File: src/rtl/wb_arb2.sv
// wb_arb2: two-master classic Wishbone arbiter, round-robin on ties; define WB_ARB2_TIMEOUT_EN for the slave-ack watchdog.
module wb_arb2 #(
  parameter int AW = 24,
  parameter int DW = 32,
  parameter int TIMEOUT = 64
) (
  input  logic          clk,
  input  logic          rst,
  input  logic [AW-1:0] m0_addr,
  input  logic [DW-1:0] m0_wdata,
  input  logic          m0_we,
  input  logic          m0_cyc,
  output logic          m0_ack,
  output logic [DW-1:0] m0_rdata,
  input  logic [AW-1:0] m1_addr,
  input  logic [DW-1:0] m1_wdata,
  input  logic          m1_we,
  input  logic          m1_cyc,
  output logic          m1_ack,
  output logic [DW-1:0] m1_rdata,
  output logic [AW-1:0] s_addr,
  output logic [DW-1:0] s_wdata,
  output logic          s_we,
  output logic          s_cyc,
  input  logic [DW-1:0] s_rdata,
  input  logic          s_ack,
  output logic          err
);
  typedef enum logic [1:0] {IDLE, OWN0, OWN1} state_t;
  state_t state, state_nxt;
  logic last, last_nxt, own0, own1, cur_cyc, done, to;
  if (TIMEOUT < 2 || TIMEOUT > 1023) begin : g_bad_timeout
    $error("wb_arb2: TIMEOUT must be within 2..1023");
  end
  assign own0 = state == OWN0;
  assign own1 = state == OWN1;
  assign cur_cyc = own0 ? m0_cyc : own1 & m1_cyc;
  assign done = cur_cyc & s_ack;
`ifdef WB_ARB2_TIMEOUT_EN
  logic [9:0] cnt;
  always_ff @(posedge clk or posedge rst)
    if (rst) begin
      cnt <= '0;
      err <= 1'b0;
    end else begin
      cnt <= (own0 | own1) & !s_ack ? cnt + 10'd1 : '0;
      err <= err | to;
    end
  assign to = cur_cyc & !s_ack & (cnt == 10'(TIMEOUT - 1));
`else
  assign to = 1'b0;
  assign err = 1'b0;
`endif
  always_ff @(posedge clk or posedge rst)
    if (rst) begin
      state <= IDLE;
      last <= 1'b1;
    end else begin
      state <= state_nxt;
      last <= last_nxt;
    end
  // a dropped cyc is an abort and leaves last untouched
  always_comb begin
    state_nxt = state;
    last_nxt = last;
    if (state == IDLE)
      state_nxt = m0_cyc & m1_cyc ? (last ? OWN0 : OWN1) : m0_cyc ? OWN0 : m1_cyc ? OWN1 : IDLE;
    else if (!cur_cyc)
      state_nxt = IDLE;
    else if (done | to) begin
      state_nxt = IDLE;
      last_nxt = own1;
    end
  end
  always_comb begin
    s_cyc = cur_cyc & !to;
    s_we = own0 ? m0_we : own1 & m1_we;
    s_addr = own0 ? m0_addr : own1 ? m1_addr : '0;
    s_wdata = own0 ? m0_wdata : own1 ? m1_wdata : '0;
    m0_ack = own0 & (done | to);
    m1_ack = own1 & (done | to);
    m0_rdata = to ? DW'(32'hDEADBEEF) : s_rdata;
    m1_rdata = to ? DW'(32'hDEADBEEF) : s_rdata;
  end
endmodule

File: config.mk
export PLATFORM = sky130hd
export DESIGN_NAME = wb_arb2
export DESIGN_NICKNAME = d
export VERILOG_FILES = /design/src/rtl/wb_arb2.sv
export SDC_FILE = /design/constraint.sdc
export NUM_CORES = 1
export LEC_CHECK = 0
export CORE_AREA = 2 2 107 109
export CTS_BUF_LIST = sky130_fd_sc_hd__clkbuf_8
export DETAILED_ROUTE_END_ITERATION = 8
export DIE_AREA = 0 0 109 111
export PLACE_DENSITY = 0.56
export SLEW_MARGIN = 5
export SYNTH_ARGS = -nofsm -noshare
export SYNTH_HDL_FRONTEND = slang
export SYNTH_SLANG_ARGS = --single-unit
File: constraint.sdc
create_clock -name clk -period 1.7 [get_ports clk]
set_clock_uncertainty 0.15 [all_clocks]
set_input_delay 0.34 -clock clk [delete_from_list [all_inputs] [get_ports clk]]
set_output_delay 0.34 -clock clk [all_outputs]
set_load 0.01 [all_outputs]
==> results.tsv <==
metric	value	unit
Top-Level Pins	276	
GRT overflow	0	
via count	1688	
Seq/Total Area, Yosys	5.98	%
Hold Vio Cnt, Final	0	
Min Clock Period, post-route	1.96	ns
failing checks	negative setup slack	
ant diodes	0	
Starting DRT DRC Count	50	
synth unique cells	21	
CTS buffer count	3	
nature of the critical path startpoint	flip-flop	
Syn Std Cell Area	1280	µm²
Post-DP HPWL	4740	µm
maximum vdd drop	473	µV
Routed Antenna Nets	0	
Crit path arrival time	1.47	ns
share of cells above drive strength 1	32.3	%
dpl cells	405	
final net count	431	
Initial Util	11.5	%
Leakage	0.00129	µW
vias per cell	4.00	
most common cell after layout, fill and taps aside	clkdlybuf4s50_1	
yosys warns	0	
H-tree Lvls	1	
TritonCTS clock tree	yes	
clock slew at reported path FFs	0.03	ns
DRC viols	0	
Layout Cells excl Fill	422	
max cap viols	0	
Final setup viols	57	
Crit-path slowest cell	dfrtp_1	
Yosys reg bits	3	
Root Buffer	clkbuf_8	
f_max	511	MHz
Post-Route WL	6950	µm
global-route wire length before repair	9760	µm
syn nets	304	
Rows	39	
Core ar.	11100	µm²
crit path kind	flip-flop to output pin	
Die X	109	µm
Mean Syn Cell Area	8.34	µm²
Required @ worst endpoint	1.21	ns
worst min path class	primary input to asynchronous set/reset pin	
Max stage delay on crit path	0.38	ns
clock sinks	3	
CTS max path bufs	2	
CP Capture Type	output pin	
drt wl/cell	16.5	µm
Largest delay share family, worst path	buffers and inverters	
DRT Pass-1 Iters	4	
power density over the cells	737	nW/µm²
CP cell instances	nor2b_4 -> buf_6 -> buf_12 -> buf_16 -> a22o_1 -> buf_2	
Die Footprint	12100	µm²
unrepaired setup endpoints after global routing	true	
GP Congestion	0.746	
setup TNS	-10.02	ns
CP max FO	7	
Die Y-Extent	111	µm
status	finished, violations left	
buffers added on ports	178	
CTS hold repair buffers	0	
worst setup margin	-0.255	ns
Max Slew Vio Count	0	
final period utilization	115	%
post-synthesis cell count	153	
worst-skew pair later-pin latency	0.22	ns
largest net degree at the start of global routing	17	
Fillers	1217	
Area growth, synth to finish	120	%
Buf+Inv Stages, Crit Path	4	
antenna violations before repair	0	
vias in the first global route	1730	
most frequent cells in the layout	clkdlybuf4s50_1 (115), a22o_1 (55), buf_2 (54)	
Total Routing Usage GR	10.6	%
## per-layer routing
| metal | part of all wire [%] | vias to the layer above | track usage, % |
|---|---|---|---|
| met4 | 0.30 | 0 | 1.54 |
| met1 | 38 | 783 | 12.1 |
| met2 | 47 | 137 | 18.3 |
| met3 | 15 | 5 | 4.53 |
| li1 | - | 763 | - |
| met5 | 0 | - | 0 |
## path summary, 6_finish.rpt
kind	from	end	slack, ns	depth (start not counted)
max	state[0]	s_wdata[30]	-0.26	6
max reg2reg	state[1]	last	0.29	4
min	rst	state[0]	0.15	2
min in group clk	s_ack	state[1]	0.33	3
max in group asynchronous	rst	last	1.04	2
min reg2reg	last	state[0]	0.49	1
## synthesized netlist by cell type (all sizes together)
cell type  count  share of area (%)
nor2           1               0.29
a22o          57                 39
conb           1               0.29
a221oi         1               0.69
and4b          1               0.78
nand2          2               0.59
a211o          1               0.69
dfstp          1                2.1
mux2i          1               0.78
and2b          1               0.59
and2           1               0.49
nor2b          2                1.2
o211a          1               0.78
dfrtp          2                3.9
nand2b         1               0.49
inv            1               0.29
buf           77                 47
nand3          1               0.39
## worst reg2reg max path: stages (launching register included)
cell     delay [ns]
dfrtp_1        0.41
buf_4          0.17
and4b_1        0.21
buf_4          0.13
a211o_1        0.27
## metrics by stage
stage	total power, µW	hold slack, ns	setup WS, ns	instance area [µm²]	utilization, %
5_1_grt	2210	0.149	-0.315	2810	25.3
3_5_place_dp	1790	0.373	-0.402	2760	24.9
2_1_floorplan	978	-0.0571	0.0995	1280	-
4_1_cts	2130	0.143	-0.289	2820	25.5
6_report	2070	0.147	-0.255	2810	25.3
3_3_place_gp	1780	0.365	-0.382	2760	24.9
## logic make-up after synthesis
logic type / share of synthesized area [%]
muxes: 0.784
other: 0.294
buffers and inverters: 46.9
AOI/OAI and AO/OA: 41.3
and+or+nand+nor: 4.80
DFF: 5.98
## registers in the layout, summed over array words and instances, names as in the netlist
register  count
state         2
last          1
## cell type report
class                           count  area (µm²)  share of cell area [%]
Clock buffer                        3        41.3                    1.47
Clock inverter                      1        3.75                   0.134
Inverter                            1        3.75                   0.134
Multi-Input combinational cell     72         634                    22.6
Sequential cell                     3        76.3                    2.72
Tap cell                          143         179                    6.38
Timing Repair Buffer              199        1870                    66.6
## what timing repair did
| action | CTS | global route |
|---|---|---|
| gates cloned | 7 | 0 |
| pin swaps | 18 | 10 |
| setup buffers | 11 | 0 |
| setup endpoints to repair | 60 | 60 |
| resized for setup | 259 | 8 |
## power by group
part | leakage (µW) | switching [µW] | internal (µW)
Clock | 0.0000269 | 48.1 | 154
Sequential | 0.0000362 | 21.0 | 102
Combinational | 0.00123 | 721 | 1020
(Power assumes the default switching activity.)
